**config.mk**
```make
export PLATFORM = sky130hd
export DESIGN_NAME = stream_downsize128to32
export DESIGN_NICKNAME = d
export VERILOG_FILES = /design/src/rtl/stream_downsize128to32.sv
export SDC_FILE = /design/constraint.sdc
export NUM_CORES = 1
export LEC_CHECK = 0
export CAP_MARGIN = 5
export CORE_ASPECT_RATIO = 2
export CORE_MARGIN = 2
export CORE_UTILIZATION = 50
export DETAILED_ROUTE_END_ITERATION = 10
export PLACE_DENSITY = 0.79
export SLEW_MARGIN = 20
export SYNTH_ARGS = -nofsm -noshare
export SYNTH_HDL_FRONTEND = slang
export SYNTH_SLANG_ARGS = --single-unit
```
**constraint.sdc**
```tcl
create_clock -name clk -period 4.7 [get_ports clk]
set_clock_uncertainty 0.1 [all_clocks]
set_input_delay 0.94 -clock clk [delete_from_list [all_inputs] [get_ports clk]]
set_output_delay 0.94 -clock clk [all_outputs]
set_load 0.01 [all_outputs]
```
**src/rtl/stream_downsize128to32.sv**
```systemverilog
// 128-bit to 32-bit stream width converter: DEPTH-word show-ahead FIFO feeding a
// 4-beat serializer, with occupancy level and emitted-word counter.
module stream_downsize128to32 #(
  parameter int unsigned DEPTH     = 4,
  parameter bit          MSW_FIRST = 1'b0
) (
  input  logic                     clk,
  input  logic                     rst,
  input  logic                     s1i_valid,
  output logic                     s1i_rdy,
  input  logic [127:0]             s1i_data,
  output logic                     s1o_valid,
  input  logic                     s1o_rdy,
  output logic [31:0]              s1o_data,
  output logic                     s1o_last,
  output logic [$clog2(DEPTH):0]   level,
  output logic [31:0]              words_out
);

  localparam int unsigned AW = $clog2(DEPTH);
  localparam logic [AW-1:0] PTR_ONE  = 1;
  localparam logic [AW:0]   LVL_ONE  = 1;
  localparam logic [AW:0]   LVL_FULL = DEPTH[AW:0];

  logic [127:0]  mem_q [DEPTH];
  logic [AW-1:0] wptr_q, wptr_d;
  logic [AW-1:0] rptr_q, rptr_d;
  logic [AW:0]   level_q, level_d;
  logic [1:0]    beat_q, beat_d;
  logic [31:0]   words_q, words_d;
  logic          live_q;

  logic          push;
  logic          beat_fire;
  logic          pop;
  logic [1:0]    lane;
  logic [127:0]  head;

  // live_q holds s1i_rdy low for the first edge after reset release.
  assign s1i_rdy   = live_q && (level_q < LVL_FULL);
  assign s1o_valid = (level_q != '0);
  assign s1o_last  = s1o_valid && (beat_q == 2'd3);
  assign level     = level_q;
  assign words_out = words_q;

  assign push      = s1i_valid && s1i_rdy;
  assign beat_fire = s1o_valid && s1o_rdy;
  assign pop       = beat_fire && (beat_q == 2'd3);

  always_comb begin
    lane     = MSW_FIRST ? ~beat_q : beat_q;
    head     = mem_q[rptr_q];
    s1o_data = '0;
    if (s1o_valid) begin
      case (lane)
        2'd0:    s1o_data = head[31:0];
        2'd1:    s1o_data = head[63:32];
        2'd2:    s1o_data = head[95:64];
        default: s1o_data = head[127:96];
      endcase
    end
  end

  always_comb begin
    wptr_d  = wptr_q;
    rptr_d  = rptr_q;
    level_d = level_q;
    beat_d  = beat_q;
    words_d = words_q;
    if (push)      wptr_d = wptr_q + PTR_ONE;
    if (beat_fire) beat_d = beat_q + 2'd1;
    if (pop) begin
      rptr_d  = rptr_q + PTR_ONE;
      words_d = words_q + 32'd1;
    end
    case ({push, pop})
      2'b10:   level_d = level_q + LVL_ONE;
      2'b01:   level_d = level_q - LVL_ONE;
      default: level_d = level_q;
    endcase
  end

  always_ff @(posedge clk) begin
    if (push) mem_q[wptr_q] <= s1i_data;
  end

  always_ff @(posedge clk or negedge rst) begin
    if (!rst) begin
      wptr_q  <= '0;
      rptr_q  <= '0;
      level_q <= '0;
      beat_q  <= '0;
      words_q <= '0;
      live_q  <= 1'b0;
    end else begin
      wptr_q  <= wptr_d;
      rptr_q  <= rptr_d;
      level_q <= level_d;
      beat_q  <= beat_d;
      words_q <= words_d;
      live_q  <= 1'b1;
    end
  end

endmodule

```
## Yosys cells after proc, flatten, opt, wreduce, memory -nomap -nowiden

Memory sizes are Yosys's and may differ from the RTL's.
Index checks and enable logic that the tools add are counted.

| operators by class | value |
|---|---|
| add/subtract/negate cells | 6 |
| order comparisons | 1 |
| equality and inequality tests | 5 |
| muxes and demuxes | 5 |
| reduce and logical (&&, ||, !) cells | 8 |

Operators by type and width:

| kind | count |
|---|---|
| one-hot mux 32 bit (3 select lines) | 1 |
| adder 32 x 1 -> 32 bit (second input constant) | 1 |
| two-way mux 32 bit | 1 |
| adder 2 x 1 -> 2 bit (second input constant) | 3 |
| == test 2 bit (second input constant) | 3 |
| one-hot mux 3 bit (2 select lines) | 1 |
| logical AND 1 bit | 5 |
| == test 2 x 1 -> 1 bit (second input constant) | 2 |
| adder 3 x 1 -> 3 bit (second input constant) | 1 |
| < comparator 3 bit (second input constant) | 1 |
| nonzero test 3 bit | 1 |
| subtractor 3 x 1 -> 3 bit (second input constant) | 1 |
| zero test 2 bit | 1 |
| two-way mux 1 bit | 2 |
| nonzero test 2 bit | 1 |

| storage, ports and cells | value |
|---|---|
| flip-flop bits (word level) | 42 |
| memory bits (writable) | 512 |
| input bits | 132 |
| logic and storage cells | 32 |
| memories | 1 |

Memories:

| memory | words | bits a word | read ports | clocked after memory_dff | write ports | RTL line | source |
|---|---|---|---|---|---|---|---|
| mem_q | 4 | 128 | 1 | 0 | 1 | 25 | `logic [127:0] mem_q [DEPTH];` |

## Logic depth before layout (Yosys ltp)

| logic depth | value |
|---|---|
| depth after elaboration | 5 |
| depth in mapped cells | 9 |

## Worst setup path after synthesis

No wires, ideal clock.

| timing path | value |
|---|---|
| kind | in2reg |
| start point | input s1i_valid |
| end point | memory mem_q[3][0], enable pin |
| arrival | 3937 ps |
| data required time | 4097 ps |
| slack | 160 ps |
| stages on the path | 1 |
| cell sequence | and3_1 |

| on the way | value |
|---|---|
| word-level cells in the longest chain between the ends | 3 |

RTL lines:

| item | RTL line | source |
|---|---|---|
| start, declared | 9 | `input logic s1i_valid,` |
| logical AND 1 bit | 46 | `assign push = s1i_valid && s1i_rdy;` |
| two-way mux 1 bit | 84 | `if (push) mem_q[wptr_q] <= s1i_data;` |
| two-way mux 1 bit (not written as such) | 84 |  |
| end, declared | 25 |  |

No other way between the ends.

## Final worst setup path

| timing path | value |
|---|---|
| start point | register rptr_q[0] |
| end point | output s1o_data[28] |

| on the way | value |
|---|---|
| word-level cells in the longest chain between the ends | 3 |

RTL lines:

| item | RTL line | source |
|---|---|---|
| start, declared | 27 | `logic [AW-1:0] rptr_q, rptr_d;` |
| start signal, assigned | 97 | `rptr_q <= rptr_d;` |
| memory read (4 x 128 bit) | -- |  |
| one-hot mux 32 bit (3 select lines) | 55 | `case (lane)` |
| two-way mux 32 bit | 54 | `if (s1o_valid) begin` |
| end, declared | 14 | `output logic [31:0] s1o_data,` |

No other way between the ends.

==> run summary <==
Excluding fillers, the count of instances in the completed layout stands at 1,783. The run gives 2,931 as the number of filler instances in the final layout. The worst register-to-register path ends at level[2].

Once detail routing completed, the nets flagged for antenna violations numbered 0. Once placement completed, the tool counted placed cells totaling 1,688. After the last flow step, the layout net total stands at 1,342. Die area: 44,100 um2. Headroom to the max-slew limit came out at 35.4%.

The tools report the max-slew violation total from the final report as 0. The type of the tightest min-delay check was reg2reg. The tools report the hold-critical path endpoint as words_out[31]. The run gives 14.2 mW as the overall power. For the final cell area excluding filler cells, the log shows 25,500 um2.

The logic depth of the worst register-to-register path is 8, and the number of iterations in the first detailed-routing pass is 7. Along the worst path, the maximum fanout reaches 43. The logs give 26.9% for the part of the total power dissipated in the clock network and 0 for the number of DRC violations after detailed routing.

The startpoint identified for the worst register-to-register timing path is beat_q[0]. The fraction of layout cells with a size suffix above 1 is 19.2%, and the clock buffer count from CTS is 48. The largest net degree at the start of global routing was 97; the routed length on met1 was 15,700 um. Number of buffers inserted by port buffering: 201.

The logs give 550 ps for the clock latency on the worst-skew pair and 0 ps for the post-route setup TNS. In this run, synthesis produced a sequential element count of 554. Once routing completed, OpenROAD measured the worst setup slack at 261 ps. Clock tree root driver cell: sky130_fd_sc_hd__clkbuf_16.

The synthesized area divided by synthesized cell count is 21.7 um2. The cell count after synthesis came out at 974. The Yosys step of the flow raised 0 warnings. The logs give 2 for the depth of the CTS H-tree and 370 ps for the worst-case hold slack.

The global-route wire length before repair is 67,900 um. Number of stages on the worst hold path: 1. The logs give 77.5% for the part of the Yosys area used for sequential elements and 61.0% for the final core utilization. Setup repair after global routing left no endpoint under its margin.

The area growth from synthesis to layout is 20.4%. Setup slack on the worst reg-to-reg path comes out at 2170 ps. For the pin with the worst max-slew slack, the measured transition is 970 ps. The achievable frequency is 225 MHz, and the part of the cycle the worst path needs is 94.4%. The endpoint type of the worst setup path is an output pin. In this run the most critical hold path is launched from words_out[31]. The tools report the pre-CTS setup slack as 752 ps. For the total placed instance area, the log shows 24,000 um2.

The run finished with clean final reports. At the end of routability-driven placement, the weighted congestion stood at 0.751. Dividing the detail-routed wire length by the instance count gives 25.4 um.

Leaving out fill and tap cells, the most frequent cells in the layout are sky130_fd_sc_hd__edfxtp_1, sky130_fd_sc_hd__clkdlybuf4s50_1, sky130_fd_sc_hd__mux4_2. The clock drives 554 sinks. Of the total power, combinational logic draws 30.4%.

For the post-cts resize count, the log shows 0. Global routing used 20.8% of the available tracks. The worst setup path is launched from a register. For the total I/O pin count, the log shows 202. The analysis attributes to cell leakage a power of 8.28 nW. Worst setup path category: reg2out. The tools report the max-capacitance violation count as 0. The tools report the arrival time at the worst endpoint as 3400 ps.

For the worst setup path, the data required time is 3660 ps. The worst-case IR drop observed on VDD is 0.365 mV. The summed instance area of the synthesized netlist is 21,200 um2. The tools report the detailed route wirelength on metal3 as 2250 um. Row count: 106. Number of distinct library cells after synthesis: 31. The vertical extent of the die was 295 um; the number of global-route vias before repair was 11,300. The clock passes through at most 3 buffers.

Dividing the detail-routed via count by the number of cells gives 5.87. In this run the power density over the cells is 558 nW/um2. The tools report the via count of the routed design as 10,500. The tools report the number of hold violations in the final report as 0. The switching share of power came out at 28.8%. The first-iteration detailed-routing DRC count is 641. The horizontal die dimension is 150 um, and the total internal power is 10.1 mW. Per report_power, the sequential group accounts for 42.7% of the total. The remaining global-route overflow is 0, and the initial standard-cell utilization of the core is 50.7%. TritonCTS built the clock tree. The most common library cell in the layout ignoring fill and taps is sky130_fd_sc_hd__edfxtp_1.

In the detailed route, the total length drawn on met2 is 25,900 um. The number of failing setup endpoints in the final timing report is 0. The core region is 41,800 um2.

For the number of nets in the synthesized netlist, the log shows 1,118. The worst path needs 4440 ps of the cycle, external delays included. In this run the top signal layer used is met5. The total setup buffers inserted after CTS was 0; the net switching power was 4.10 mW. Number of antenna violations at the first check in global routing: 9. Once detailed placement completed, the half-perimeter wirelength came to 27,400 um.

The logs give 45,300 um for the aggregate routed wire length and 0 for the number of hold buffers added after CTS. The clock transition time at the flip-flop clock pins of the worst setup and hold paths came out at 60 ps.
[synth_stat cells]
| cell | number | area, um2 |
|---|---|---|
| sky130_fd_sc_hd__a21oi_1 | 32 | 160 |
| sky130_fd_sc_hd__fa_1 | 1 | 20.0 |
| sky130_fd_sc_hd__and3_1 | 6 | 37.5 |
| sky130_fd_sc_hd__buf_6 | 2 | 22.5 |
| sky130_fd_sc_hd__xor2_1 | 20 | 175 |
| sky130_fd_sc_hd__nand3_1 | 8 | 40.0 |
| sky130_fd_sc_hd__conb_1 | 1 | 3.75 |
| sky130_fd_sc_hd__clkbuf_1 | 33 | 124 |
| sky130_fd_sc_hd__buf_2 | 13 | 65.1 |
| sky130_fd_sc_hd__dfrtp_1 | 42 | 1050 |
| sky130_fd_sc_hd__nor4_1 | 10 | 62.6 |
| sky130_fd_sc_hd__nor2b_1 | 1 | 6.26 |
| sky130_fd_sc_hd__nand4_1 | 9 | 56.3 |
| sky130_fd_sc_hd__nor2_1 | 4 | 15.0 |
| sky130_fd_sc_hd__and4_1 | 5 | 43.8 |
| sky130_fd_sc_hd__clkinv_1 | 1 | 3.75 |
| sky130_fd_sc_hd__a222oi_1 | 32 | 320 |
| sky130_fd_sc_hd__mux4_2 | 128 | 2880 |
| sky130_fd_sc_hd__or3_1 | 1 | 6.26 |
| sky130_fd_sc_hd__inv_1 | 12 | 45.0 |
| sky130_fd_sc_hd__nor3_1 | 7 | 35.0 |
| sky130_fd_sc_hd__xnor2_1 | 18 | 158 |
| sky130_fd_sc_hd__buf_4 | 3 | 22.5 |
| sky130_fd_sc_hd__buf_1 | 1 | 3.75 |
| sky130_fd_sc_hd__o311a_1 | 1 | 10.0 |
| sky130_fd_sc_hd__nand2_1 | 17 | 63.8 |
| sky130_fd_sc_hd__mux2_2 | 2 | 22.5 |
| sky130_fd_sc_hd__edfxtp_1 | 512 | 15400 |
| sky130_fd_sc_hd__o21ai_0 | 34 | 170 |
| sky130_fd_sc_hd__ha_1 | 11 | 138 |
| sky130_fd_sc_hd__and2_1 | 7 | 43.8 |
[worst max path at each step]
stage / startpoint / to / cells after the start
floorplan: s1i_valid / mem_q[3][0] / 1
global placement: rptr_q[0] / s1o_data[28] / 5
detailed placement: rptr_q[0] / s1o_data[28] / 5
CTS: rptr_q[0] / s1o_data[28] / 5
global route: rptr_q[0] / s1o_data[28] / 5
finish: rptr_q[0] / s1o_data[28] / 5
[registers in the layout, summed over array words and instances (netlist names)]
register / cells
rptr_q: 2
mem_q: 512
words_out: 32
wptr_q: 2
beat_q: 2
live_q: 1
level: 3
[layout make-up]
type                       count  area [um2]  area share [%]
clock inverter                23         213           0.834
clock buffer                  64        1300            5.11
inverter                      13        48.8           0.191
timing repair buffer         226        2310            9.05
multi-input combinational    355        4500            17.6
sequential                   554       16400            64.4
antenna                        8        20.0          0.0785
tap                          540         676            2.65
[power groups by stage]
stage	Sequential, mW	Combinational (mW)	Clock, mW
final	6.08	4.33	3.83
after global routing	6.12	4.61	4.08
after CTS	6.08	4.42	3.91
after detailed placement	6.19	4.38	0
after global placement	6.15	4.35	0
after floorplan	6.06	2.69	0
[worst max-delay path: stages (launching register included)]
cell and delay [ps]:
sky130_fd_sc_hd__dfrtp_4 730, sky130_fd_sc_hd__buf_12 390, sky130_fd_sc_hd__mux4_2 550, sky130_fd_sc_hd__a222oi_1 420
sky130_fd_sc_hd__a21oi_1 200, sky130_fd_sc_hd__clkdlybuf4s50_1 530
[cells by family after synthesis]
logic type      count (synthesis)  share of synthesized area (%)
compound gates                 99                           3.12
fa+ha+maj                      12                          0.744
mux                           130                           13.7
flops                         554                           77.5
buf+inv                        65                           1.35
xor+xnor                       38                           1.57
other cells                     1                         0.0177
simple gates                   75                           1.94
[per-layer routing]
metal | up-vias | track usage [%]
li1 | 4553 | -
met1 | 5500 | 24.1
met2 | 337 | 38.5
met3 | 82 | 2.73
met4 | 2 | 8.87
met5 | - | 0
Power figures use the tool's default switching activity.
